--- config.mk ---
export PLATFORM = sky130hd
export DESIGN_NAME = timer_controller
export DESIGN_NICKNAME = d
export VERILOG_FILES = /design/src/rtl/timer_pkg.sv /design/src/rtl/timer_controller_sec_prescaler.sv /design/src/rtl/timer_controller.sv
export SDC_FILE = /design/constraint.sdc
export NUM_CORES = 1
export LEC_CHECK = 0
export CAP_MARGIN = 20
export CORE_MARGIN = 5
export CORE_UTILIZATION = 45
export DETAILED_ROUTE_END_ITERATION = 12
export GPL_ROUTABILITY_DRIVEN = 1
export PLACE_DENSITY = 0.75
export SLEW_MARGIN = 30
export SYNTH_ARGS = -nofsm -noshare
export SYNTH_HDL_FRONTEND = slang
export SYNTH_SLANG_ARGS = --single-unit
export TNS_END_PERCENT = 100
--- constraint.sdc ---
create_clock -name clock -period 6.35 [get_ports clock]
set_clock_uncertainty 0.15 [all_clocks]
set_input_delay 0.9525 -clock clock [delete_from_list [all_inputs] [get_ports clock]]
set_output_delay 0.9525 -clock clock [all_outputs]
set_load 0.02 [all_outputs]
--- src/rtl/timer_pkg.sv ---
// timer_pkg: state encodings, field limits and per-field blank masks for timer_controller.
package timer_pkg;
  typedef enum logic [2:0] {
    IDLE   = 3'd0,
    SET_HH = 3'd1,
    SET_MM = 3'd2,
    SET_SS = 3'd3,
    RUN    = 3'd4,
    PAUSE  = 3'd5,
    DONE   = 3'd6
  } state_t;
  localparam int SEC_W  = 6;
  localparam int MIN_W  = 6;
  localparam int HOUR_W = 5;
  localparam logic [SEC_W-1:0]  MAX_SEC  = 6'd59;
  localparam logic [MIN_W-1:0]  MAX_MIN  = 6'd59;
  localparam logic [HOUR_W-1:0] MAX_HOUR = 5'd23;
  localparam logic [5:0] BLANK_HH = 6'b110000;
  localparam logic [5:0] BLANK_MM = 6'b001100;
  localparam logic [5:0] BLANK_SS = 6'b000011;
  function automatic logic is_set(input state_t s);
    return s == SET_HH || s == SET_MM || s == SET_SS;
  endfunction
  function automatic logic [5:0] blank_mask(input state_t s);
    return s == SET_HH ? BLANK_HH : s == SET_MM ? BLANK_MM : s == SET_SS ? BLANK_SS : 6'b0;
  endfunction
endpackage

--- src/rtl/timer_controller_sec_prescaler.sv ---
// sec_prescaler: modulo-DIV counter with enable, hold, sync clear and a one-cycle tick at DIV-1.
module sec_prescaler #(
  parameter int DIV = 4
) (
  input  logic clock,
  input  logic reset,
  input  logic en,
  input  logic hold,
  input  logic clr,
  output logic tick
);
  localparam int W = DIV > 1 ? $clog2(DIV) : 1;
  logic [W-1:0] cnt_q, cnt_d;
  logic at_max;
  assign at_max = cnt_q == W'(DIV - 1);
  assign tick = en && !clr && at_max;
  // hold freezes the count, but a tick in the same cycle still wraps it
  always_comb begin
    cnt_d = cnt_q;
    if (clr) cnt_d = '0;
    else if (en && (!hold || at_max)) cnt_d = at_max ? '0 : cnt_q + 1'b1;
  end
  always_ff @(posedge clock) begin
    if (reset) cnt_q <= '0;
    else cnt_q <= cnt_d;
  end
endmodule

--- src/rtl/timer_controller.sv ---
// timer_controller: HH:MM:SS countdown sequencer with set/run/pause/done FSM.
// Define TIMER_BLINK_EN to blink the selected field while setting.
module timer_controller
  import timer_pkg::*;
#(
  parameter int TICKS_PER_SEC = 50_000_000
) (
  input  logic        clock,
  input  logic        reset,
  input  logic        btn_start_stop,
  input  logic        btn_clear,
  input  logic        btn_set,
  input  logic        btn_inc,
  output logic [31:0] seconds_out,
  output logic [31:0] minutes_out,
  output logic [31:0] hours_out,
  output logic [2:0]  state_out,
  output logic        running,
  output logic        alarm,
  output logic        done_pulse,
  output logic [5:0]  blank_digits
);
  state_t state_q, state_d;
  logic [SEC_W-1:0] sec_q, sec_d;
  logic [MIN_W-1:0] min_q, min_d;
  logic [HOUR_W-1:0] hour_q, hour_d;
  logic done_q, done_d;
  logic clr_b, ss_b, set_b, inc_b;
  logic sec_tick, time_zero, time_one;
  assign clr_b = btn_clear;
  assign ss_b  = btn_start_stop && !btn_clear;
  assign set_b = btn_set && !btn_start_stop && !btn_clear;
  assign inc_b = btn_inc && !btn_set && !btn_start_stop && !btn_clear;
  assign time_zero = hour_q == '0 && min_q == '0 && sec_q == '0;
  assign time_one  = hour_q == '0 && min_q == '0 && sec_q == SEC_W'(1);
  sec_prescaler #(.DIV(TICKS_PER_SEC)) u_sec (
    .clock (clock),
    .reset (reset),
    .en    (state_q == RUN),
    .hold  (ss_b),
    .clr   (clr_b || !(state_q == RUN || state_q == PAUSE)),
    .tick  (sec_tick)
  );
  always_comb begin
    state_d = state_q;
    sec_d   = sec_q;
    min_d   = min_q;
    hour_d  = hour_q;
    if (clr_b) begin
      state_d = IDLE;
      sec_d   = '0;
      min_d   = '0;
      hour_d  = '0;
    end else begin
      case (state_q)
        IDLE:    state_d = ss_b ? (time_zero ? IDLE : RUN) : set_b ? SET_HH : IDLE;
        SET_HH: begin
          state_d = set_b ? SET_MM : SET_HH;
          if (inc_b) hour_d = hour_q == MAX_HOUR ? '0 : hour_q + 1'b1;
        end
        SET_MM: begin
          state_d = set_b ? SET_SS : SET_MM;
          if (inc_b) min_d = min_q == MAX_MIN ? '0 : min_q + 1'b1;
        end
        SET_SS: begin
          state_d = set_b ? IDLE : SET_SS;
          if (inc_b) sec_d = sec_q == MAX_SEC ? '0 : sec_q + 1'b1;
        end
        RUN: begin
          if (sec_tick) begin
            sec_d  = sec_q != '0 ? sec_q - 1'b1 : MAX_SEC;
            min_d  = sec_q != '0 ? min_q : min_q != '0 ? min_q - 1'b1 : MAX_MIN;
            hour_d = sec_q == '0 && min_q == '0 ? hour_q - 1'b1 : hour_q;
          end
          state_d = sec_tick && time_one ? DONE : ss_b ? PAUSE : RUN;
        end
        PAUSE:   state_d = ss_b ? RUN : PAUSE;
        DONE:    state_d = ss_b ? IDLE : DONE;
        default: state_d = IDLE;
      endcase
    end
    done_d = state_d == DONE && state_q != DONE;
  end
  always_ff @(posedge clock) begin
    if (reset) begin
      state_q <= IDLE;
      sec_q   <= '0;
      min_q   <= '0;
      hour_q  <= '0;
      done_q  <= 1'b0;
    end else begin
      state_q <= state_d;
      sec_q   <= sec_d;
      min_q   <= min_d;
      hour_q  <= hour_d;
      done_q  <= done_d;
    end
  end
`ifdef TIMER_BLINK_EN
  logic phase_q, phase_d, blink_tick, blink_clr;
  logic [5:0] blank_q, blank_d;
  // restart the blink cycle visible whenever a field is entered or edited
  assign blink_clr = (is_set(state_d) && state_d != state_q) || inc_b;
  sec_prescaler #(.DIV(TICKS_PER_SEC / 4)) u_blink (
    .clock (clock),
    .reset (reset),
    .en    (is_set(state_q)),
    .hold  (1'b0),
    .clr   (blink_clr),
    .tick  (blink_tick)
  );
  always_comb begin
    phase_d = is_set(state_d) && !blink_clr && (phase_q ^ blink_tick);
    blank_d = phase_d ? blank_mask(state_d) : 6'b0;
  end
  always_ff @(posedge clock) begin
    if (reset) begin
      phase_q <= 1'b0;
      blank_q <= '0;
    end else begin
      phase_q <= phase_d;
      blank_q <= blank_d;
    end
  end
  assign blank_digits = blank_q;
`else
  assign blank_digits = '0;
`endif
  assign seconds_out = {{(32 - SEC_W){1'b0}}, sec_q};
  assign minutes_out = {{(32 - MIN_W){1'b0}}, min_q};
  assign hours_out   = {{(32 - HOUR_W){1'b0}}, hour_q};
  assign state_out   = state_q;
  assign running     = state_q == RUN;
  assign alarm       = state_q == DONE;
  assign done_pulse  = done_q;
endmodule

==> results of run 1 <==
-- critical path, delay by kind of cell (launching register included) --
kind	cells	cell delay (ns)
buffers and inverters	2	0.83
AND/OR/NAND/NOR	1	0.77
flip-flops	1	0.50
-- sequential cells by signal (all words and copies together) (netlist names) --
name / flops
done_pulse: 1
hour_q: 5
state_out: 3
sec_q: 6
u_sec.cnt_q: 26
min_q: 6
-- logic make-up (layout without fill, tap and decap cells) --
kind of cell	count (synthesis)	in the layout	synth area share
AOI/OAI and AO/OA	122	122	0.2011
other	1	85	0.0009597
DFF	47	47	0.2408
and+or+nand+nor	202	202	0.3026
buffers and inverters	125	51	0.2024
muxes	7	7	0.01793
adders and majority gates	10	10	0.03202
xor gates and xnor gates	1	1	0.002242
-- how the worst max path moves through the flow --
stage,end,slack [ns],cells past startpoint
finish,running,2.84,3
detailed placement,u_sec.cnt_q[11]$_SDFFE_PP0P_,3.04,6
floorplan,running,3.36,5
CTS,running,2.84,3
global placement,u_sec.cnt_q[25]$_SDFFE_PP0P_,3.15,6
global route,running,2.71,3
-- final cells by class --
| type | count | area [sq um] | area share |
|---|---|---|---|
| multi-input cells | 427 | 2491 | 0.6202 |
| repair buffers | 31 | 322.8 | 0.08037 |
| clock inverters | 1 | 5.005 | 0.001246 |
| well taps | 108 | 135.1 | 0.03364 |
| clock buffers | 7 | 76.32 | 0.01900 |
| inverters | 12 | 45.04 | 0.01121 |
| flip-flops and latches | 47 | 940.9 | 0.2343 |
-- routing by layer --
| metal | track usage | share of wire | vias up |
|---|---|---|---|
| met2 | 0.2935 | 0.50 | 147 |
| met5 | 0 | 0 | - |
| li1 | - | - | 1765 |
| met4 | 0.06275 | 0.019 | 0 |
| met1 | 0.2170 | 0.42 | 1743 |
| met3 | 0.02951 | 0.059 | 17 |
-- per-stage QoR --
stage / instance area, sq um / hold WS (ns) / setup slack (ns)
2_1_floorplan: 4223 / 0.3041 / 3.360
3_3_place_gp: 3908 / 0.3202 / 3.150
3_5_place_dp: 3908 / 0.3380 / 3.043
4_1_cts: 3989 / 0.3496 / 2.839
5_1_grt: 4016 / 0.3755 / 2.711
6_report: 4016 / 0.3467 / 2.843
-- placed cells by master (no fill, tap or decap), types with 4 or more instances in the layout --
cell             Yosys  layout
a21oi_1             31      31
a211oi_1             4       4
and2_1               4       4
nand2_1             33      33
nor2b_1              6       6
and4_1               4       4
dfxtp_1             47      47
clkdlybuf4s50_1      0      28
nand3b_1             6       6
o22ai_1              5       5
or4_1               12      12
nand3_1             28      28
o31ai_1             12      12
a21o_1               4       4
and3_1               7       7
mux2i_1              7       7
nand4b_1             5       5
nor2_1              21      21
nand4_1             25      25
a31oi_1              8       8
o211ai_1             8       8
inv_1               12      12
o21ai_0             29      29
or3_1               14      14
clkbuf_8             0       5
nor3_1              15      15
conb_1               1      85
ha_1                10      10
-- report_power, final --
part	switching, mW	internal, mW
combinational	0.0580	0.00864
sequential	0.000564	0.295
clock	0.102	0.0776
total	0.161	0.381
==> flow_metrics.env, run 1 <==
export IMPL_status="finished clean"
export IMPL_hp_start="u_sec.cnt_q[22]$_SDFFE_PP0P_"
export IMPL_p_per_area_nw_per_um2=134.8
export IMPL_fillers=863
export IMPL_r2r_end="min_q[2]$_SDFFE_PP0P_"
export IMPL_period_minus_slack_ns=3.507
export IMPL_cap_violations=0
export IMPL_fin_crit_sh=0.5523
export IMPL_grt_max_degree=47
export IMPL_final_cells=633
export IMPL_portBuffers=28
export IMPL_critPathLaunchType="flop"
export IMPL_synthCells=515
export IMPL_clk_pin_slew_worst_paths_ns=0.09
export IMPL_place_gp_congestion=0.8952
export IMPL_critPathMaxFanout=31
export IMPL_cts_setup_buffers=0
export IMPL_synthTopCellsByArea="dfxtp_1, buf_4, nand4_1"
export IMPL_synth_edf_count=0
export IMPL_worst_r2r_path_depth=7
export IMPL_cts_repair_resized=0
export IMPL_placedCellCount=624
export IMPL_crit_arrival_ns=2.40
export IMPL_antenna_found_initial=0
export IMPL_maxSlewViolCount=0
export IMPL_async_flop_share=0
export IMPL_worstPathCellList="or3b_2, inv_1, clkdlybuf4s50_1"
export IMPL_drtIter0Drc=189
export IMPL_synth_common_cells="buf_4, dfxtp_1, nand2_1"
export IMPL_dp_hpwl_mm=6.771
export IMPL_design_die_area_sq_um=10650
export IMPL_clock_latency_ns=0.30
export IMPL_worstMarginPinSlew_ns=0.6867
export IMPL_wl_per_cell_um=14.98
export IMPL_hold_end="u_sec.cnt_q[22]$_SDFFE_PP0P_"
export IMPL_grt_pass1_wl_mm=15.09
export IMPL_coreArea_sq_um=8593
export IMPL_ys_seq_area_frac=0.2408
export IMPL_diodes=0
export IMPL_netlist_area_sq_um=3907
export IMPL_drt_pass1_iter_count=5
export IMPL_ys_ff_latch=47
export IMPL_rsz0062_at_grt="no"
export IMPL_ctsHoldBuffers=0
export IMPL_yosysMostFrequentCell="buf_4"
export IMPL_drc=0
export IMPL_yosys_area_top_type="dfxtp_1"
export IMPL_design_power_total_mw=0.5414
export IMPL_fmax_ghz=0.2851
export IMPL_utilization=0.4674
export IMPL_num_io_pins=114
export IMPL_cts_tree="done"
export IMPL_syn_area_per_cell_sq_um=7.587
export IMPL_antenna_left=0
export IMPL_grt_use_total=0.1718
export IMPL_finalHoldViolations=0
export IMPL_tns_ns=0
export IMPL_regToRegSetupSlack_ns=3.05
export IMPL_max_stage_delay_ns=0.77
export IMPL_cts_buffers=5
export IMPL_initial_core_util=0.4547
export IMPL_die_h_um=103.2
export IMPL_areaGrowthSynthToFinish_pct=2.786
export IMPL_viasPerCell=5.801
export IMPL_cts_sinks=47
export IMPL_cp_startpoint="state_out[2]$_SDFF_PP0_"
export IMPL_power_leakage_nw=1.365
export IMPL_gr_total_overflow=0
export IMPL_slew_headroom=0.5411
export IMPL_netlist_area_leader_share=0.2408
export IMPL_grt_pass1_vias=3224
export IMPL_setup_viol=0
export IMPL_setup_worst_path_class="flop to output pin"
export IMPL_finalWirelength_mm=9.485
export IMPL_num_vias=3672
export IMPL_layout_nets=540
export IMPL_num_rows=34
export IMPL_drive_above_1_share=0.04000
export IMPL_synthDistinctLibCells=54
export IMPL_die_w_um=103.2
export IMPL_hp_class="flop to flop"
export IMPL_yosys_warnings=0
export IMPL_r2r_start="state_out[2]$_SDFF_PP0_"
export IMPL_synth_flop_cell="dfxtp_1"
export IMPL_endpoint_kind="output pin"
export IMPL_htreeDepth=2
export IMPL_cts_root_buf="clkbuf_8"
export IMPL_hold_depth=2
export IMPL_slowest_stage="or3b_2"
export IMPL_cp_required_ns=5.25
export IMPL_peakVddDrop_uv=78.72
export IMPL_clk_path_buf_depth=2
No activity file was read; power rests on OpenSTA's default activity.
==> run 2: changes to the inputs <==
Settings changed: CORE_UTILIZATION 45 to 44, PLACE_DENSITY 0.75 to 0.76.
Clock period 6.35 ns to 2.96 ns, I/O delays scaled along.
==> run 2 against run 1 <==
  * Critical path depth increased by 3
  * Sequential cell count unchanged
  * Via count increased by 1.4%
  * Hold slack got worse by 0.0026 ns
  * Combinational power increased by 120%
  * First-iteration DRC count increased by 29%
  * Power increased by 140%
  * Core utilization increased by 1.2 points
  * Highest routed layer unchanged
==> flow_metrics.env, run 2 (synthesis results as in run 1) <==
export IMPL_gr_total_overflow=0
export IMPL_switching_power_mw=0.3769
export IMPL_cap_violations=0
export IMPL_slowest_stage="or4bb_1"
export IMPL_regToRegSetupSlack_ns=0.19
export IMPL_p_sw_frac=0.2937
export IMPL_critPathMaxFanout=15
export IMPL_worstPathCellList="or4bb_1, nor4_4, a31oi_4, buf_4, or4_1, a21oi_1"
export IMPL_hp_start="u_sec.cnt_q[22]$_SDFFE_PP0P_"
export IMPL_regMostFlops="u_sec.cnt_q"
export IMPL_antenna_found_initial=0
export IMPL_biggestRegsByFlops="u_sec.cnt_q: 26 flops, min_q: 6 flops, sec_q: 6 flops"
export IMPL_setup_worst_path_class="flop to flop"
export IMPL_layout_common_cells="conb_1, dfxtp_1, nand2_1, a21oi_1, o21ai_0"
export IMPL_worstMarginPinSlew_ns=0.5409
export IMPL_fillers=843
export IMPL_wl_met3_um=682
export IMPL_design_die_area_sq_um=10860
export IMPL_layout_nets=557
export IMPL_drtIter0Drc=243
export IMPL_viasPerCell=5.731
export IMPL_stdcell_area_sq_um=4159
export IMPL_status="finished clean"
export IMPL_met1_length_mm=3.869
export IMPL_setup_viol=0
export IMPL_max_stage_delay_ns=0.55
export IMPL_r2r_end="u_sec.cnt_q[13]$_SDFFE_PP0P_"
export IMPL_clock_power_share=0.395
export IMPL_hold_slack_ns=0.3441
export IMPL_endpoint_kind="flop"
export IMPL_dp_hpwl_mm=6.991
export IMPL_cts_buffers=5
export IMPL_grt_use_total=0.1634
export IMPL_tns_ns=0
export IMPL_cts_repair_resized=0
export IMPL_initial_core_util=0.4503
export IMPL_cp_top_family="simple AND/OR/NAND/NOR gates"
export IMPL_cts_setup_buffers=0
export IMPL_r2r_start="u_sec.cnt_q[15]$_SDFFE_PP0P_"
export IMPL_hold_end="u_sec.cnt_q[22]$_SDFFE_PP0P_"
export IMPL_maxSlewViolCount=0
export IMPL_drt_pass1_iter_count=5
export IMPL_cts_root_buf="clkbuf_8"
export IMPL_finalHoldViolations=0
export IMPL_power_leakage_nw=1.461
export IMPL_place_gp_congestion=0.8948
export IMPL_clk_path_buf_depth=2
export IMPL_rsz0062_at_grt="no"
export IMPL_num_rows=34
export IMPL_largest_reg_flops=26
export IMPL_pwr_share_seq=0.493
export IMPL_areaGrowthSynthToFinish_pct=6.436
export IMPL_fin_crit_sh=0.9363
export IMPL_grt_pass1_wl_mm=15.55
export IMPL_grt_pass1_vias=3305
export IMPL_cellInternalPower_mw=0.9065
export IMPL_critPathLaunchType="flop"
export IMPL_p_per_area_nw_per_um2=308.6
export IMPL_cts_tree="done"
export IMPL_mostFrequentLayoutCell="conb_1"
export IMPL_crit_buf_inv=1
export IMPL_fmax_ghz=0.3608
export IMPL_power_frac_comb=0.113
export IMPL_finalWirelength_mm=9.491
export IMPL_hp_class="flop to flop"
export IMPL_num_io_pins=114
export IMPL_clock_latency_ns=0.32
export IMPL_coreArea_sq_um=8678
export IMPL_peakVddDrop_uv=218.2
export IMPL_routed_top_layer="met4"
export IMPL_num_vias=3725
export IMPL_placedCellCount=642
export IMPL_clk_pin_slew_worst_paths_ns=0.10
export IMPL_diodes=0
export IMPL_htreeDepth=2
export IMPL_portBuffers=28
export IMPL_die_h_um=104.2
export IMPL_placed_area_sq_um=4043
export IMPL_drc=0
export IMPL_drive_above_1_share=0.07380
export IMPL_slew_headroom=0.6381
export IMPL_antenna_left=0
export IMPL_die_w_um=104.2
export IMPL_hold_depth=2
export IMPL_cts_sinks=47
export IMPL_grt_max_degree=31
export IMPL_period_minus_slack_ns=2.772
export IMPL_cp_required_ns=3.06
export IMPL_wl_per_cell_um=14.60
export IMPL_final_cells=650
export IMPL_worst_r2r_path_depth=6
export IMPL_crit_arrival_ns=2.88
export IMPL_ctsHoldBuffers=0
export IMPL_wl_met2_mm=4.787
-- run 2: worst max path at each step --
stage / start / endpoint / slack (ns) / depth (start not counted)
finish: u_sec.cnt_q[15]$_SDFFE_PP0P_ / u_sec.cnt_q[13]$_SDFFE_PP0P_ / 0.19 / 6
CTS: u_sec.cnt_q[15]$_SDFFE_PP0P_ / u_sec.cnt_q[13]$_SDFFE_PP0P_ / 0.20 / 6
floorplan: state_out[2]$_SDFF_PP0_ / running / 0.48 / 5
detailed placement: u_sec.cnt_q[15]$_SDFFE_PP0P_ / u_sec.cnt_q[13]$_SDFFE_PP0P_ / 0.24 / 6
global placement: u_sec.cnt_q[9]$_SDFFE_PP0P_ / u_sec.cnt_q[13]$_SDFFE_PP0P_ / 0.29 / 6
global route: u_sec.cnt_q[15]$_SDFFE_PP0P_ / u_sec.cnt_q[13]$_SDFFE_PP0P_ / 0.04 / 6
-- run 2: tightest hold or removal path: cells and delay by family (launching register included) --
kind,cells,cell delay (ns)
flip-flops,1,0.34
AO/OA/AOI/OAI,2,0.12
-- run 2: area by class of cell --
class | count | area (sq um) | share of cell area
inverter | 12 | 45.04 | 0.01083
clock buffer | 5 | 68.82 | 0.01655
timing repair buffer | 48 | 430.4 | 0.1035
multi-input combinational | 427 | 2491 | 0.5990
clock inverter | 3 | 47.55 | 0.01143
tap | 108 | 135.1 | 0.03249
sequential | 47 | 940.9 | 0.2262
-- run 2: power by group through the flow --
stage	Sequential [mW]	Clock, mW	Combinational (mW)
final	0.632	0.507	0.144
after global routing	0.633	0.550	0.154
after CTS	0.632	0.519	0.140
after detailed placement	0.647	0	0.140
after global placement	0.647	0	0.138
after floorplan	0.648	0	0.205
-- run 2: routing by layer --
layer,GRT usage,vias up
li1,-,1794
met1,0.2009,1751
met2,0.2814,165
met3,0.03786,15
met4,0.05088,0
met5,0,-
-- run 2: per-stage QoR --
stage | utilization | setup slack [ns] | power [mW]
6_report | 0.4792 | 0.1885 | 1.283
3_3_place_gp | 0.4658 | 0.2901 | 0.7854
5_1_grt | 0.4792 | 0.03856 | 1.337
4_1_cts | 0.4792 | 0.1960 | 1.291
3_5_place_dp | 0.4658 | 0.2374 | 0.7869
2_1_floorplan | - | 0.4784 | 0.8532
==> run 3: changes to the inputs <==
Settings changed: CORE_UTILIZATION 44 to 45, PLACE_DENSITY 0.76 to 0.77, SYNTH_HIERARCHICAL from default to 1.
==> run 3 against run 2 <==
  * Wire length grew 3.4%
  * Hold slack gained 0.011 ns
  * Global-route usage grew 0.63 points
  * Critical path depth grew 4
  * Critical path type unchanged
  * Critical endpoint is now done_pulse$_SDFF_PP0_
  * Highest routed layer unchanged
==> flow_metrics.env, run 3 <==
export IMPL_diodes=0
export IMPL_clk_pin_slew_worst_paths_ns=0.09
export IMPL_ys_seq_area_frac=0.2285
export IMPL_layout_common_cells="conb_1, dfxtp_1, nand2_1, nand3_1, clkdlybuf4s50_1"
export IMPL_cts_tree="done"
export IMPL_netlist_area_sq_um=4118
export IMPL_clock_latency_ns=0.31
export IMPL_drtIter0Drc=219
export IMPL_design_power_total_mw=1.174
export IMPL_critPathMaxFanout=6
export IMPL_setup_viol=0
export IMPL_finalWirelength_mm=9.818
export IMPL_async_flop_share=0
export IMPL_num_rows=35
export IMPL_largest_reg_flops=26
export IMPL_ctsHoldBuffers=0
export IMPL_mostFrequentLayoutCell="conb_1"
export IMPL_coreArea_sq_um=9065
export IMPL_cts_sinks=47
export IMPL_drt_pass1_iter_count=4
export IMPL_yosys_warnings=6
export IMPL_finalHoldViolations=0
export IMPL_portBuffers=28
export IMPL_regMostFlops="u_sec/cnt_q"
export IMPL_initial_core_util=0.4542
export IMPL_synth_common_cells="buf_4, dfxtp_1, nand2_1"
export IMPL_hold_slack_ns=0.3552
export IMPL_hp_class="flop to flop"
export IMPL_synthCells=523
export IMPL_design_die_area_sq_um=11160
export IMPL_layout_nets=562
export IMPL_htreeDepth=2
export IMPL_cts_buffers=5
export IMPL_p_per_area_nw_per_um2=272.7
export IMPL_grt_max_degree=27
export IMPL_synthDistinctLibCells=80
export IMPL_endpoint_kind="flop"
export IMPL_setup_worst_path_class="flop to flop"
export IMPL_status="finished clean"
export IMPL_synth_edf_count=0
export IMPL_antenna_found_initial=0
export IMPL_synthTopCellsByArea="dfxtp_1, buf_4, nand3_1"
export IMPL_fillers=874
export IMPL_pwr_share_seq=0.539
export IMPL_fmax_ghz=0.3634
export IMPL_ys_ff_latch=47
export IMPL_slowest_stage="or4_4"
export IMPL_netlist_area_leader_share=0.2285
export IMPL_power_frac_comb=0.114
export IMPL_dp_hpwl_mm=7.277
export IMPL_crit_arrival_ns=2.81
export IMPL_viasPerCell=5.537
export IMPL_num_vias=3638
export IMPL_p_sw_frac=0.3049
export IMPL_drive_above_1_share=0.1099
export IMPL_wl_per_cell_um=14.94
export IMPL_placed_area_sq_um=4202
export IMPL_power_leakage_nw=1.574
export IMPL_biggestRegsByFlops="u_sec/cnt_q: 26 flops, min_q: 6 flops, sec_q: 6 flops"
export IMPL_fin_crit_sh=0.9297
export IMPL_die_w_um=105.7
export IMPL_stdcell_area_sq_um=4304
export IMPL_maxSlewViolCount=0
export IMPL_antenna_left=0
export IMPL_clk_path_buf_depth=2
export IMPL_grt_pass1_wl_mm=16.22
export IMPL_gr_total_overflow=0
export IMPL_yosys_area_top_type="dfxtp_1"
export IMPL_die_h_um=105.7
export IMPL_cts_root_buf="clkbuf_8"
export IMPL_rsz0062_at_grt="no"
export IMPL_worstPathCellList="ha_1, nand3_1, or4_4, nor2_4, nand2_2, nor2_4, nand3_1, o211ai_1, o221ai_1, nor4bb_1"
export IMPL_cap_violations=0
export IMPL_areaGrowthSynthToFinish_pct=4.528
export IMPL_num_io_pins=114
export IMPL_drc=0
export IMPL_cellInternalPower_mw=0.8160
export IMPL_worstMarginPinSlew_ns=0.5250
export IMPL_tns_ns=0
export IMPL_slew_headroom=0.6450
export IMPL_cp_required_ns=3.02
export IMPL_critPathLaunchType="flop"
export IMPL_switching_power_mw=0.3579
export IMPL_grt_use_total=0.1697
export IMPL_max_stage_delay_ns=0.56
export IMPL_synth_flop_cell="dfxtp_1"
export IMPL_period_minus_slack_ns=2.752
export IMPL_grt_pass1_vias=3358
export IMPL_clock_power_share=0.347
export IMPL_yosysMostFrequentCell="buf_4"
export IMPL_peakVddDrop_uv=164.0
export IMPL_syn_area_per_cell_sq_um=7.873
export IMPL_place_gp_congestion=0.9150
==> run 3: cell count changes in the layout (fill, tap and decap cells not counted), sizes merged, moves of 6 or more <==
cell / previous run / this run
and3: 7 / 13
inv: 13 / 19
nand2: 33 / 42
nand3b: 6 / 0
nand4: 25 / 19
nor2: 21 / 30
o21ai: 29 / 18
o31ai: 12 / 2
or3: 14 / 3
or4: 12 / 4
xnor2: 1 / 8
==> run 3: kinds of logic (layout without fill, tap and decap cells) <==
family | after synthesis | after routing | synth area share
other cells | 1 | 85 | 0.0009107
xor+xnor | 9 | 9 | 0.01914
compound gates | 111 | 111 | 0.1960
flops | 47 | 47 | 0.2285
mux | 3 | 3 | 0.007596
buf+inv | 131 | 70 | 0.2097
fa+ha+maj | 11 | 11 | 0.03342
simple gates | 210 | 210 | 0.3048
==> run 3: area by class of cell <==
type | count | area (sq um) | area share
clock inverters | 3 | 23.77 | 0.005523
inverters | 18 | 72.57 | 0.01686
flip-flops and latches | 47 | 944.7 | 0.2195
multi-input cells | 429 | 2655 | 0.6169
clock buffers | 5 | 68.82 | 0.01599
repair buffers | 44 | 400.4 | 0.09302
well taps | 111 | 138.9 | 0.03227
==> run 3: layer usage <==
| metal | GRT usage | vias to the layer above | part of all wire | wire length [um] |
|---|---|---|---|---|
| met1 | 0.2172 | 1723 | 0.43 | 4252 |
| met2 | 0.2960 | 120 | 0.51 | 4973 |
| li1 | - | 1775 | - | - |
| met4 | 0.04995 | 0 | 0.017 | 166 |
| met5 | 0 | - | 0 | 0 |
| met3 | 0.02327 | 20 | 0.043 | 425 |
==> run 3: stage by stage <==
stage	utilization	setup WS, ns	instances
final	0.4748	0.2081	657
after global placement	0.4635	0.2143	648
after global routing	0.4748	0.03411	657
after detailed placement	0.4635	0.1264	648
after floorplan	-	0.01132	607
after CTS	0.4737	0.1068	656
==> run 3: worst paths after layout <==
check | slack (ns) | from | to | cells after the start
max | 0.21 | u_sec/cnt_q[0]$_SDFFE_PP0P_ | done_pulse$_SDFF_PP0_ | 10
min | 0.36 | u_sec/cnt_q[19]$_SDFFE_PP0P_ | u_sec/cnt_q[19]$_SDFFE_PP0P_ | 1
min reg2reg | 0.36 | u_sec/cnt_q[19]$_SDFFE_PP0P_ | u_sec/cnt_q[19]$_SDFFE_PP0P_ | 1
max reg2reg | 0.21 | u_sec/cnt_q[0]$_SDFFE_PP0P_ | done_pulse$_SDFF_PP0_ | 10
==> run 3: repair_timing <==
item                                    4_1_cts  5_1_grt
gates resized for setup                       0        2
setup buffers                                 0        1
endpoints found under the setup margin        0        3
==> run 3: power by group through the flow <==
stage | sequential, mW | clock, mW | combinational [mW]
after floorplan | 0.648 | 0 | 0.199
after CTS | 0.633 | 0.423 | 0.130
after global placement | 0.647 | 0 | 0.130
after detailed placement | 0.647 | 0 | 0.130
after global routing | 0.633 | 0.452 | 0.142
final | 0.632 | 0.407 | 0.134
==> run 3: critical path: cells and delay by family (launching register included) <==
kind	cells	cell delay, ns
and+or+nand+nor	7	1.57
AOI/OAI and AO/OA	2	0.36
DFF	1	0.38
adders and majority gates	1	0.20
==> RTL edit 1 (flow settings as in run 1) <==
Build with the macro `TIMER_BLINK_EN` defined.
--- a/src/rtl/timer_controller.sv
+++ b/src/rtl/timer_controller.sv
@@ -1,4 +1,6 @@
 // timer_controller: HH:MM:SS countdown sequencer with set/run/pause/done FSM.
 // Define TIMER_BLINK_EN to blink the selected field while setting.
+`define TIMER_BLINK_EN
+
 module timer_controller
   import timer_pkg::*;
Behaviour: no difference found for any inputs over 10 cycles, from zero or initial values and one cycle with reset high; that may be too few to reach the edited logic, so the function may still have changed.
==> RTL edit 1 against run 1 <==
- sequential cell count grew 28
- hold slack lost 7.0 ps
- power grew 62%
- worst setup slack lost 860 ps
- global-route usage shrank 0.71 points
- die area grew 24%
- clock power grew 87%
- routed wire length grew 18%
- synthesized area grew 27%
- design area grew 30%
==> RTL edit 1: results (changes against run 1) <==
[global_route]
grt_pass1_vias = 3865  ; was 3224
grt_pass1_wl_mm = 18.0  ; was 15.1 mm
use_met1_pct = 20.9  ; was 21.7%
track_usage_pct = 16.5  ; was 17.2%

[synth]
ys_types = 61  ; was 54
synth.top_cells.by_count = 82 x buf_4, 75 x dfxtp_1, 47 x nor2_1, 45 x nand2_1, 38 x xnor2_1  ; was 85 x buf_4, 47 x dfxtp_1, 33 x nand2_1, 31 x a21oi_1, 29 x o21ai_0
synthMuxAreaShare_pct = 0.202  ; was 1.79%
synth_xor_xnor_area_share_pct = 8.64  ; was 0.224%
syn_inst = 620  ; was 515
ys_seq_area_share_pct = 30.2  ; was 24.1%
synth_fa_ha_area_share_pct = 2.77  ; was 3.20%

[pwr]
peakVddDrop_mv = 0.146  ; was 0.0787 mV
p_leak_nw = 1.74  ; was 1.37 nW
switchingPower_mw = 0.245  ; was 0.161 mW

[setup_path]
reg2reg_depth = 8  ; was 7
path_max_fanout = 47  ; was 31
r2r-start = state_out[1]  ; was state_out[2]
max_stage_delay_ps = 860  ; was 770 ps
reg2reg_to = u_blink.cnt_q[1]  ; was min_q[2]

[placed_design]
place.port_buffers = 34  ; was 28
dp_cells = 762  ; was 624
dp_hpwl_mm = 7.85  ; was 6.77 mm

[cells_and_area]
fill_cells = 1058  ; was 863
finalNonFillerCells = 778  ; was 633
top_regs = u_sec.cnt_q x26, u_blink.cnt_q x24  ; was u_sec.cnt_q x26, min_q x6, sec_q x6

[detailed_routing]
wire_per_inst_um = 14.3  ; was 15.0 um
drt_pass1_iterations = 4  ; was 5
wl_met1_mm = 4.88  ; was 4.02 mm
vias = 4247  ; was 3672

[run_status]
status = complete, no violations  ; unchanged

[clock_network]
insertion_delay_ps = 370  ; was 300 ps
cts_buffers = 9  ; was 5
cts_max_level = 3  ; was 2

[hold_path]
min-delay-start = u_sec.cnt_q[25]  ; was u_sec.cnt_q[22]

## RTL edit 1: per-stage QoR
step	cell area, um^2	worst slack [ps]	util, %	hold WS (ps)	power, mW
after floorplan	5260	3280	-	291	0.578
after global placement	5050	2510	46.6	315	0.549
after detailed placement	5050	2410	46.6	328	0.549
after CTS	5230	2000	48.3	341	0.886
after global routing	5230	1750	48.3	376	0.914
final	5230	1980	48.3	340	0.876
## RTL edit 1: how the worst max path moves through the flow
stage | end | slack [ps] | from
after global placement | running | 2510 | state_out[1]
after floorplan | running | 3280 | state_out[2]
after global routing | running | 1750 | state_out[1]
after CTS | running | 2000 | state_out[1]
after detailed placement | running | 2410 | state_out[1]
final | running | 1980 | state_out[1]
## RTL edit 1: final cells by class
class	instances	share of cell area, %
sequential	75	28.7
inverter	13	0.932
clock buffer	10	2.63
timing repair buffer	36	6.79
clock inverter	6	0.789
tap	140	3.35
multi-input combinational	498	56.8
==> RTL edit 2 (flow settings as in run 1) <==
Without the edit above. Add an input register stage for `btn_start_stop`, `btn_clear`, `btn_set` and `btn_inc`, cleared by the reset; this delays them by one clock.
--- a/src/rtl/timer_controller.sv
+++ b/src/rtl/timer_controller.sv
@@ -21,4 +21,24 @@
   output logic [5:0]  blank_digits
 );
+
+  logic btn_start_stop_q;
+  logic btn_clear_q;
+  logic btn_set_q;
+  logic btn_inc_q;
+
+  always_ff @(posedge clock) begin
+    if (reset) begin
+      btn_start_stop_q <= '0;
+      btn_clear_q      <= '0;
+      btn_set_q        <= '0;
+      btn_inc_q        <= '0;
+    end else begin
+      btn_start_stop_q <= btn_start_stop;
+      btn_clear_q      <= btn_clear;
+      btn_set_q        <= btn_set;
+      btn_inc_q        <= btn_inc;
+    end
+  end
+
   state_t state_q, state_d;
   logic [SEC_W-1:0] sec_q, sec_d;
@@ -28,8 +48,8 @@
   logic clr_b, ss_b, set_b, inc_b;
   logic sec_tick, time_zero, time_one;
-  assign clr_b = btn_clear;
-  assign ss_b  = btn_start_stop && !btn_clear;
-  assign set_b = btn_set && !btn_start_stop && !btn_clear;
-  assign inc_b = btn_inc && !btn_set && !btn_start_stop && !btn_clear;
+  assign clr_b = btn_clear_q;
+  assign ss_b  = btn_start_stop_q && !btn_clear_q;
+  assign set_b = btn_set_q && !btn_start_stop_q && !btn_clear_q;
+  assign inc_b = btn_inc_q && !btn_set_q && !btn_start_stop_q && !btn_clear_q;
   assign time_zero = hour_q == '0 && min_q == '0 && sec_q == '0;
   assign time_one  = hour_q == '0 && min_q == '0 && sec_q == SEC_W'(1);
Formal check against the unedited RTL: not equivalent (a bounded check fails within 4 cycles, from zero or initial values and one cycle with reset high).
==> RTL edit 2 against run 1 <==
- core utilization rose by 0.67 points
- routed wire length fell by 2.1%
- power rose by 16%
- synthesized area rose by 2.2%
- worst setup slack improved by 48 ps
- design area rose by 2.4%
- sequential cell count rose by 4
- critical path depth rose by 3
- die area rose by 2.0%
- critical endpoint is now u_sec.cnt_q[17]
- highest routed layer unchanged
==> RTL edit 2: results (changes against run 1) <==
[pwr]
peakVddDrop_mv = 0.0995  ; was 0.0787 mV
power_clock_mw = 0.239  ; was 0.180 mW
power_frac_seq_pct = 51.6  ; was 54.5%
p_leak_nw = 1.39  ; was 1.37 nW

[setup_path]
cp_data_arrival_time_ps = 3560  ; was 2400 ps
r2r_setup_slack_ps = 3220  ; was 3050 ps
critPathTopFamily = simple AND/OR/NAND/NOR gates  ; was buffers and inverters
crit_slowest_cell = or4_1  ; was or3b_2
max_stage_delay_ps = 590  ; was 770 ps
crit_end = u_sec.cnt_q[17]  ; was running
cp-startpoint = reset  ; was state_out[2]
reg2reg_depth = 8  ; was 7
path_max_fanout = 20  ; was 31

[run_status]
status = complete, no violations  ; unchanged

[global_route]
use_met3_pct = 2.42  ; was 2.95%
use_met2_pct = 26.0  ; was 29.4%
use_met1_pct = 21.9  ; was 21.7%

[detailed_routing]
route.met3.wl_um = 914  ; was 559 um
routed_via_density = 5.83  ; was 5.80
wire_per_inst_um = 14.7  ; was 15.0 um
drt_iter0_drc = 431  ; was 189
wl_met2_mm = 4.15  ; was 4.73 mm
wl_met1_mm = 4.07  ; was 4.02 mm
vias = 3680  ; was 3672

[hold_path]
min-delay-start = u_sec.cnt_q[24]  ; was u_sec.cnt_q[22]
worst_hold_path.endpoint = u_sec.cnt_q[24]  ; was u_sec.cnt_q[22]

[placed_design]
gp_congestion = 0.889  ; was 0.895
dp_cells = 623  ; was 624
placed_area_mm2 = 0.00399  ; was 0.00391 mm^2
dp_hpwl_mm = 6.65  ; was 6.77 mm

[synth]
ys_types = 65  ; was 54
synth.top_cells.by_count = 85 x buf_4, 51 x dfxtp_1, 44 x a21oi_1, 35 x nand2_1, 27 x o21ai_0  ; was 85 x buf_4, 47 x dfxtp_1, 33 x nand2_1, 31 x a21oi_1, 29 x o21ai_0
ys_seq_area_share_pct = 25.6  ; was 24.1%
synth.area.top_cells = dfxtp_1 26%, buf_4 16%, a21oi_1 5.5%  ; was dfxtp_1 24%, buf_4 16%, nand4_1 4.0%

[clock_network]
postCtsSetupBuffers = 0  ; unchanged
cts.repair.resized = 0  ; unchanged

[timing]
slew_headroom_pct = 37.1  ; was 54.1%

[cells_and_area]
drive_above_1_share_pct = 3.44  ; was 4.00%
final_nets = 538  ; was 540

## RTL edit 2: final cells by class
type	count	area, um^2
clock buffer	6	82.6
clock inverter	2	35.0
fill	839	4560
inverter	13	48.8
multi-input combinational	420	2490
sequential	51	1020
tap	108	135
timing repair buffer	31	303
## RTL edit 2: cells by family after synthesis
kind of cell / after synthesis / share of synthesized area [%]
AO/OA/AOI/OAI: 134 / 21.8
XOR/XNOR: 1 / 0.219
adder cells (fa/ha/maj): 10 / 3.13
buffers and inverters: 128 / 20.1
flip-flops: 51 / 25.6
multiplexers: 5 / 1.25
other: 1 / 0.0939
AND/OR/NAND/NOR: 185 / 27.8
## RTL edit 2: per-stage QoR
step           hold WS (ps)  utilization, %  setup WS (ps)  power [mW]
2_1_floorplan           306               -           3610       0.428
3_3_place_gp            326            46.0           2600       0.395
3_5_place_dp            334            46.0           2560       0.395
4_1_cts                 348            47.4           2900       0.634
5_1_grt                 376            47.4           2740       0.652
6_report                350            47.4           2890       0.629
